[src/rtl/pic_ack_controller_pkg.sv]
// pic_pkg: shared types, constants and priority helpers for the PIC acknowledge controller
package pic_pkg;
    localparam int N_IRQ = 8;
    localparam logic [2:0] LP_RESET = 3'd7;
    localparam int VEC_BASE_W = 5;

    typedef logic [2:0] level_t;
    typedef enum logic [2:0] {IDLE, PEND, ACK1, WAIT2, VEC} state_t;

    function automatic logic [7:0] rot_r(logic [7:0] v, level_t n);
        logic [15:0] w;
        w = {v, v} >> n;
        return w[7:0];
    endfunction

    function automatic level_t first_set(logic [7:0] v);
        level_t r;
        r = '0;
        for (int i = 7; i >= 0; i--) if (v[i]) r = level_t'(i);
        return r;
    endfunction
endpackage

[src/rtl/pic_ack_controller_if.sv]
// pic_ack_controller_if: request, EOI, configuration and vector bus of the acknowledge controller
interface pic_ack_controller_if;
    import pic_pkg::*;
    logic [7:0] IRR;
    logic [7:0] IMR;
    logic INTA_n;
    logic EOI;
    logic SEOI;
    level_t SEOI_LEVEL;
    logic AEOI;
    logic ROTATE;
    logic [VEC_BASE_W-1:0] VEC_BASE;
    logic INT;
    logic [7:0] chosen;
    logic [7:0] ISR;
    logic [7:0] DATA_OUT;
    logic DATA_OE;

    modport master (
        output IRR, IMR, INTA_n, EOI, SEOI, SEOI_LEVEL, AEOI, ROTATE, VEC_BASE,
        input INT, chosen, ISR, DATA_OUT, DATA_OE
    );
    modport slave (
        input IRR, IMR, INTA_n, EOI, SEOI, SEOI_LEVEL, AEOI, ROTATE, VEC_BASE,
        output INT, chosen, ISR, DATA_OUT, DATA_OE
    );
endinterface

[src/rtl/pic_priority_resolver.sv]
// pic_priority_resolver: rotating-priority pick of the request and of the top in-service level
module pic_priority_resolver
    import pic_pkg::*;
(
    input  logic [7:0] req,
    input  logic [7:0] isr,
    input  level_t     lp,
    output level_t     cand,
    output logic       cand_ok,
    output level_t     isr_top,
    output logic       isr_any
);
    level_t base;
    level_t req_i;
    level_t isr_i;

    // rotate so index 0 is the highest priority, find first, rotate the index back
    always_comb begin
        base = lp + 3'd1;
        req_i = first_set(rot_r(req, base));
        isr_i = first_set(rot_r(isr, base));
        cand = req_i + base;
        isr_top = isr_i + base;
        isr_any = |isr;
        cand_ok = (|req) && (!isr_any || req_i < isr_i);
    end
endmodule

[src/rtl/pic_ack_controller.sv]
// pic_ack_controller: priority arbitration, INTA handshake, ISR and vector generation
module pic_ack_controller #(
    parameter int N_IRQ = 8,
    parameter logic [2:0] LP_RESET = 3'd7
) (
    input logic CLK,
    input logic RST,
    pic_ack_controller_if.slave bus
);
    import pic_pkg::*;

    localparam logic [N_IRQ-1:0] ONE = 1;

    state_t state_q, state_d;
    level_t lp_q, lp_d, lvl_q, lvl_d, cand, isr_top;
    logic inta_prev_q, int_q, int_d, oe_q, oe_d;
    logic cand_ok, isr_any, fall, rise, first, auto_eoi;
    logic [N_IRQ-1:0] isr_q, isr_d, chosen_q, chosen_d, set_v, clr_v;
    logic [7:0] dout_q, dout_d;

    pic_priority_resolver u_res (
        .req     (bus.IRR & ~bus.IMR),
        .isr     (isr_q),
        .lp      (lp_q),
        .cand    (cand),
        .cand_ok (cand_ok),
        .isr_top (isr_top),
        .isr_any (isr_any)
    );

    assign fall = inta_prev_q & ~bus.INTA_n;
    assign rise = ~inta_prev_q & bus.INTA_n;
    assign bus.INT = int_q;
    assign bus.chosen = chosen_q;
    assign bus.ISR = isr_q;
    assign bus.DATA_OUT = dout_q;
    assign bus.DATA_OE = oe_q;

    // handshake state register
    always_ff @(posedge CLK) begin
        if (RST) state_q <= IDLE;
        else state_q <= state_d;
    end

    // handshake sequencing; a falling edge in PEND wins over a withdrawn request (spurious ack)
    always_comb begin
        state_d = state_q;
        case (state_q)
            IDLE:    state_d = cand_ok ? PEND : IDLE;
            PEND:    state_d = fall ? ACK1 : (cand_ok ? PEND : IDLE);
            ACK1:    state_d = rise ? WAIT2 : ACK1;
            WAIT2:   state_d = fall ? VEC : WAIT2;
            VEC:     state_d = rise ? IDLE : VEC;
            default: state_d = IDLE;
        endcase
    end

    // ISR clears use the old ISR before the new level is set; auto-EOI rotation beats EOI rotation
    always_comb begin
        first = (state_q == PEND) && fall;
        auto_eoi = (state_q == VEC) && rise && bus.AEOI;
        set_v = (first && cand_ok) ? ONE << cand : '0;
        clr_v = ((bus.EOI && isr_any) ? ONE << isr_top : '0)
              | (bus.SEOI ? ONE << bus.SEOI_LEVEL : '0)
              | (auto_eoi ? ONE << lvl_q : '0);
        isr_d = (isr_q & ~clr_v) | set_v;
        chosen_d = set_v;
        lvl_d = first ? (cand_ok ? cand : 3'd7) : lvl_q;
        lp_d = (auto_eoi && bus.ROTATE) ? lvl_q
             : ((bus.EOI && isr_any && bus.ROTATE) ? isr_top : lp_q);
        int_d = state_d == PEND;
        oe_d = state_d == VEC;
        dout_d = oe_d ? {bus.VEC_BASE, lvl_d} : '0;
    end

    // datapath and output registers
    always_ff @(posedge CLK) begin
        if (RST) begin
            lp_q <= LP_RESET;
            lvl_q <= '0;
            isr_q <= '0;
            chosen_q <= '0;
            int_q <= 1'b0;
            oe_q <= 1'b0;
            dout_q <= '0;
            inta_prev_q <= 1'b1;
        end else begin
            lp_q <= lp_d;
            lvl_q <= lvl_d;
            isr_q <= isr_d;
            chosen_q <= chosen_d;
            int_q <= int_d;
            oe_q <= oe_d;
            dout_q <= dout_d;
            inta_prev_q <= bus.INTA_n;
        end
    end
endmodule

[src/flat_wrapper.sv]
// flat-port wrapper written by rule: the top's interface ports become plain ports
module pic_ack_controller_flat import pic_pkg::*;
#(
    parameter int N_IRQ = 8,
    parameter logic [2:0] LP_RESET = 3'd7
)
  (CLK, RST, bus_IRR, bus_IMR, bus_INTA_n, bus_EOI, bus_SEOI, bus_SEOI_LEVEL, bus_AEOI, bus_ROTATE, bus_VEC_BASE, bus_INT, bus_chosen, bus_ISR, bus_DATA_OUT, bus_DATA_OE);
  pic_ack_controller_if bus_i ();
  input logic CLK;
  input logic RST;
  input wire logic [$bits(bus_i.IRR)-1:0] bus_IRR;
  input wire logic [$bits(bus_i.IMR)-1:0] bus_IMR;
  input wire logic [$bits(bus_i.INTA_n)-1:0] bus_INTA_n;
  input wire logic [$bits(bus_i.EOI)-1:0] bus_EOI;
  input wire logic [$bits(bus_i.SEOI)-1:0] bus_SEOI;
  input wire logic [$bits(bus_i.SEOI_LEVEL)-1:0] bus_SEOI_LEVEL;
  input wire logic [$bits(bus_i.AEOI)-1:0] bus_AEOI;
  input wire logic [$bits(bus_i.ROTATE)-1:0] bus_ROTATE;
  input wire logic [$bits(bus_i.VEC_BASE)-1:0] bus_VEC_BASE;
  output wire logic [$bits(bus_i.INT)-1:0] bus_INT;
  output wire logic [$bits(bus_i.chosen)-1:0] bus_chosen;
  output wire logic [$bits(bus_i.ISR)-1:0] bus_ISR;
  output wire logic [$bits(bus_i.DATA_OUT)-1:0] bus_DATA_OUT;
  output wire logic [$bits(bus_i.DATA_OE)-1:0] bus_DATA_OE;
  assign bus_i.IRR = bus_IRR;
  assign bus_i.IMR = bus_IMR;
  assign bus_i.INTA_n = bus_INTA_n;
  assign bus_i.EOI = bus_EOI;
  assign bus_i.SEOI = bus_SEOI;
  assign bus_i.SEOI_LEVEL = bus_SEOI_LEVEL;
  assign bus_i.AEOI = bus_AEOI;
  assign bus_i.ROTATE = bus_ROTATE;
  assign bus_i.VEC_BASE = bus_VEC_BASE;
  assign bus_INT = bus_i.INT;
  assign bus_chosen = bus_i.chosen;
  assign bus_ISR = bus_i.ISR;
  assign bus_DATA_OUT = bus_i.DATA_OUT;
  assign bus_DATA_OE = bus_i.DATA_OE;
  pic_ack_controller #(.N_IRQ(N_IRQ), .LP_RESET(LP_RESET)) u_core (.CLK(CLK), .RST(RST), .bus(bus_i));
endmodule
[config.mk]
export PLATFORM = sky130hd
export DESIGN_NAME = pic_ack_controller_flat
export DESIGN_NICKNAME = d
export VERILOG_FILES = /design/src/rtl/pic_ack_controller_pkg.sv /design/src/rtl/pic_ack_controller_if.sv /design/src/rtl/pic_priority_resolver.sv /design/src/rtl/pic_ack_controller.sv /design/src/flat_wrapper.sv
export SDC_FILE = /design/constraint.sdc
export NUM_CORES = 1
export LEC_CHECK = 0
export ABC_AREA = 1
export CAP_MARGIN = 20
export CORE_MARGIN = 2
export CORE_UTILIZATION = 38
export DETAILED_ROUTE_END_ITERATION = 6
export GPL_TIMING_DRIVEN = 0
export PLACE_DENSITY_LB_ADDON = 0.1
export SYNTH_ARGS = -nofsm -noshare
export SYNTH_HDL_FRONTEND = slang
export SYNTH_HIERARCHICAL = 1
export SYNTH_SLANG_ARGS = --single-unit
[constraint.sdc]
create_clock -name CLK -period 5.6 [get_ports CLK]
set_input_delay 1.12 -clock CLK [delete_from_list [all_inputs] [get_ports CLK]]
set_output_delay 1.12 -clock CLK [all_outputs]
set_load 0.03 [all_outputs]
# Word level (Yosys, flattened, before mapping)
# Cells that the tools add are included.
[word_totals] input_bits=31 elab_cells=82 ff_bits=36 output_inout_bits=26
[classes] addsub=3 eq_ne=6 n_shift=6 n_lt_le_gt_ge=1 n_bitwise=12 reduce_logical=15 n_mux=30
[ops] cell="$mux 3" count=23
[ops] cell="$mux 8" count=4
[ops] cell="$shl 1x3->8 const A" count=4
[ops] cell="$shr 16x3->8" count=2
[ops] cell="$or 8x8->8" count=3
[ops] cell="$and 8x8->8" count=2
[ops] cell="$not 8->8" count=2
[ops] cell="$reduce_or 8->1" count=2
[ops] cell="$pmux 3 s5" count=1
[ops] cell="$logic_and 1x1->1" count=8
[ops] cell="$add 3x3->3" count=2
[ops] cell="$eq 3x1->1 const B" count=2
[ops] cell="$eq 3x2->1 const B" count=2
[ops] cell="$eq 3x3->1 const B" count=2
[ops] cell="$add 3x1->3 const B" count=1
[ops] cell="$logic_not 3->1" count=1
[ops] cell="$lt 3x3->1" count=1
[ops] cell="$not 1->1" count=3
[ops] cell="$and 1x1->1" count=2
[ops] cell="$mux 1" count=2
[ops] cell="$reduce_bool 2->1" count=1
[ops] cell="$reduce_or 2->1" count=1
[ops] cell="$logic_not 1->1" count=1
[ops] cell="$logic_or 1x1->1" count=1

# Logic depth before layout (Yosys ltp)
[logic_depth] ltp_word=20 depth_mapped=26 ltp_nobuf=25

# By module
# The synthesis kept the hierarchy.
[by_module_without_submodules] mod="pic_ack_controller" instances=1 cells_each=246 area_each_um2=1619.1
[by_module_without_submodules] mod="pic_priority_resolver" instances=1 cells_each=197 area_each_um2=1089.8

# Worst setup path before layout
# OpenSTA, ideal clock, no wires.
[synth_timing] kind="input port to flip-flop" startpoint="input bus_IRR[3]" endpoint="register u_core.isr_q[0], in the netlist u_core/bus.ISR[0]" stages=24 t_arrival_ns=3.303 path_buffers=0 t_required_ns=5.488 path_slack_ns=2.185 cell_sequence="inv_1 > nor2_1 > nand2_1 > nand3_1 > nand3_1 > nand2_1 > nand2_1 > nand2_1 > nand2_1 > nand2_1 > nand2_1 > nand2_1 > nand2_1 > inv_1 > ha_1 > inv_1 > fa_1 > xor2_1 > xor2_1 > inv_1 > nand3_2 > clkinv_2 > nand2_1 > nand2_1"
[synth_between] elab_cells_between_ends=19
[synth_rtl] element="start: declaration" line_no="flat_wrapper.sv:11" text="input wire logic [$bits(bus_i.IRR)-1:0] bus_IRR;"
[synth_rtl] element="$and 8x8->8 *" line_no="pic_ack_controller.sv:22" text=".req (bus.IRR & ~bus.IMR),"
[synth_rtl] element="$shr 16x3->8 *" line_no="pic_ack_controller_pkg.sv:12" text="w = {v, v} >> n;"
[synth_rtl] element="$mux 3 (7 in a row)" line_no="pic_ack_controller_pkg.sv:19" text="for (int i = 7; i >= 0; i--) if (v[i]) r = level_t'(i);"
[synth_rtl] element="$mux 3 *" line_no="pic_ack_controller_pkg.sv:19"
[synth_rtl] element="$add 3x3->3 *" line_no="pic_priority_resolver.sv:22" text="cand = req_i + base;"
[synth_rtl] element="net u_core.cand[2]" line_no="pic_ack_controller.sv:15" text="level_t lp_q, lp_d, lvl_q, lvl_d, cand, isr_top;"
[synth_rtl] element="$shl 1x3->8 *" line_no="pic_ack_controller.sv:62" text="set_v = (first && cand_ok) ? ONE << cand : '0;"
[synth_rtl] element="$mux 8 *" line_no="pic_ack_controller.sv:62"
[synth_rtl] element="$or 8x8->8 *" line_no="pic_ack_controller.sv:66" text="isr_d = (isr_q & ~clr_v) | set_v;"
[synth_rtl] element="end signal: assignment" line_no="pic_ack_controller.sv:90" text="isr_q <= isr_d;"
[synth_rtl] element="end: declaration" line_no="pic_ack_controller.sv:18" text="logic [N_IRQ-1:0] isr_q, isr_d, chosen_q, chosen_d, set_v, clr_v;"
# The timed path passes the listed nets; every way through them passes the cells marked *.
# A chain may end at the register's enable or synchronous reset.

# Final worst setup path
[layout_timing] startpoint="input bus_IRR[3]" endpoint="register u_core.isr_q[2], in the netlist u_core/bus.ISR[2]"
# The elaborated chain is that of the path after synthesis.

==> flow_summary.json <==
{
  "core_area_mm2": 0.00683,
  "synth_cell_types": 37,
  "cp_common_cell": "nand2_1",
  "yosysTopAreaCell": "dfxtp_1",
  "grt_use_total_pct": 19.7,
  "synth_top_family_by_area": "simple AND/OR/NAND/NOR gates",
  "grt_pass1_wl_um": 12200,
  "synth.cell_area_mm2": 0.00271,
  "cts_tree": "built",
  "postSynthRegisterBits": 36,
  "tns_ps": 0,
  "endpoint_kind": "register",
  "nets": 543,
  "finalClockSkew_ps": 3.78,
  "timing.slew.headroom_pct": 77.7,
  "synthMuxAreaShare_pct": 0,
  "dieArea_mm2": 0.00782,
  "hpwl_um": 6030,
  "synth_xor_area_share_pct": 1.29,
  "hp-class": "register to register",
  "rsz0062_at_grt": "false",
  "max_stage_delay_ps": 450,
  "wire_per_inst_um": 12.0,
  "hold-path-endpoint": "u_core/lp_q[1]",
  "cts_root_buf": "clkbuf_8",
  "critPathSlowestCell": "clkdlybuf4s50_1",
  "die_y_um": 88.4,
  "wirelength_um": 7250,
  "diodes": 0,
  "status": "finished, final reports clean",
  "die_x_um": 88.4,
  "setup_viol": 0,
  "synth_simple_gate_area_share_pct": 49.3,
  "cts_sinks": 36,
  "synth.top_cell.area_share_pct": 26.6,
  "reg2reg_from": "u_core/lp_q[0]",
  "slew_violations": 0,
  "num_vias": 2894,
  "synth_compound_area_share_pct": 6.05,
  "drv_cap": 0,
  "synthAdderAreaFrac_pct": 3.79,
  "drive_above_1_share_pct": 11.3,
  "drtIter0Drc": 65,
  "route.detailed.drc": 0,
  "ys_seq_area_share_pct": 26.6,
  "synth_area_leaders": "dfxtp_1 27%, nand2_1 20%, nand3_1 11%",
  "hold_start": "u_core/lp_q[1]",
  "grt-ovfl-total": 0,
  "hold_depth": 2,
  "final_hold_viol_count": 0,
  "clkSlewWorstSetupHoldPaths_ps": 70,
  "required_ps": 5780,
  "postCtsHoldBufs": 0,
  "rows": 30,
  "syn_area_per_cell_um2": 6.11,
  "clock_latency_ps": 280,
  "syn_to_final_growth_pct": 28.9,
  "viasPerCell": 4.81,
  "startpoint_type": "input pin",
  "fmax_mhz": 249,
  "initial_utilization_pct": 39.7,
  "place.gp.congestion": 0.857,
  "synth_fp_nets": 481,
  "crit_fanout": 4,
  "clock_path_buffers": 2,
  "htree_levels": 2,
  "cp.arrival_ps": 4210,
  "drtPass1Iterations": 5,
  "ff2ff_path_depth": 22,
  "yosysWarnings": 6,
  "cts_made_buffers": 5,
  "drtAntennaViolNets": 0,
  "postSynthCellCount": 443,
  "period_needed_ps": 4020,
  "io_pins": 57,
  "tightest_slew_ps": 332,
  "grt_max_degree": 13,
  "post-route-period-util_pct": 71.8,
  "reg2reg_slack_ps": 2020,
  "cts_resized": 0,
  "critPathKind": "input pin to register",
  "grt_pass1_vias": 2823,
  "r2r_end": "u_core/bus.ISR[3]",
  "portBuffers": 55,
  "post_cts_buffers": 0,
  "antenna_found_initial": 0
}
## how the worst max path moves through the flow
stage                     depth (start not counted)           endpoint  startpoint  slack (ps)
final                                            25  u_core/bus.ISR[2]  bus_IRR[3]        1580
after detailed placement                         25  u_core/bus.ISR[2]  bus_IRR[3]        1310
after CTS                                        25  u_core/bus.ISR[2]  bus_IRR[3]        1610
after global routing                             25  u_core/bus.ISR[2]  bus_IRR[3]        1290
after floorplan                                  24  u_core/bus.ISR[0]  bus_IRR[3]        2180
after global placement                           25  u_core/bus.ISR[0]  bus_IRR[3]        1370
## critical path, delay by kind of cell
kind | cells | cell delay (ps)
fa+ha+maj | 2 | 540
xor+xnor | 2 | 480
simple gates | 15 | 1270
buf+inv | 6 | 780
## layout by cell type, fill, tap and decap left out, drive strengths merged, types with 2 or more instances in the layout
cell,synthesis,routed
inv,61,61
a21oi,5,5
a31oi,6,6
o21ai,8,8
nand2,155,155
nor4,3,3
nor2,64,64
clkdlybuf4s50,0,55
clkinv,3,4
nand4,5,5
dfxtp,36,36
and2,2,2
nor3,4,4
ha,5,5
nand3,66,66
fa,2,2
buf,11,11
clkbuf,0,5
xor2,3,3
## Yosys cell counts
master / n
nand2_1: 142
nor2_1: 59
inv_1: 58
nand3_1: 58
dfxtp_1: 36
nand2_2: 13
nand3_2: 8
buf_6: 5
ha_1: 5
nand4_1: 5
o21ai_0: 5
nor3_1: 4
a21oi_1: 3
a31oi_1: 3
buf_2: 3
nor2_2: 3
nor4_1: 3
xor2_1: 3
a21oi_2: 2
a31oi_2: 2
and2_1: 2
buf_4: 2
clkinv_1: 2
fa_1: 2
nor2_4: 2
o21ai_1: 2
a31oi_4: 1
buf_8: 1
clkinv_2: 1
inv_2: 1
inv_4: 1
inv_6: 1
o2111ai_2: 1
o21a_1: 1
o21ai_2: 1
or2_2: 1
xnor2_1: 1
## metal layers
metal / share of wire [%] / track usage, % / vias to the layer above
li1: - / - / 1515
met1: 44 / 23.9 / 1312
met2: 51 / 36.0 / 57
met3: 3.4 / 2.52 / 10
met4: 1.6 / 6.47 / 0
met5: 0 / 0 / -
## through the flow
| step | worst slack (ps) | hold slack (ps) | area, µm² | util, % | instances |
|---|---|---|---|---|---|
| floorplan | 2180 | 473 | 2710 | - | 443 |
| global placement | 1370 | 498 | 3380 | 49.5 | 594 |
| detailed placement | 1310 | 501 | 3380 | 49.5 | 594 |
| CTS | 1610 | 514 | 3490 | 51.1 | 602 |
| global route | 1290 | 551 | 3490 | 51.1 | 602 |
| finish | 1580 | 509 | 3490 | 51.1 | 602 |
## area by class of cell
cell class	instances	area, µm²
clock buffer	5	68.8
sequential	36	721
tap	96	120
fill	740	3340
buffer	11	101
timing repair buffer	55	551
clock inverter	3	42.5
inverter	64	249
multi-input combinational	332	1640
## sequential cells by signal, indices dropped and copies added, names as in the netlist
name and count:
u_core/lp_q 3, u_core/bus.ISR 8, u_core/bus.DATA_OUT 8, u_core/bus.DATA_OE 1
u_core/state_q 3, u_core/inta_prev_q 1, u_core/bus.chosen 8, u_core/bus.INT 1
u_core/lvl_q 3
## cell families after synthesis
family / Yosys count
XOR/XNOR: 4
flip-flops: 36
adder cells (fa/ha/maj): 7
buffers and inverters: 75
AO/OA/AOI/OAI: 21
AND/OR/NAND/NOR: 300
Power is left out: the tool's default activity adds up to more than one toggle a clock period on the data nets, which glitch-free logic cannot reach.
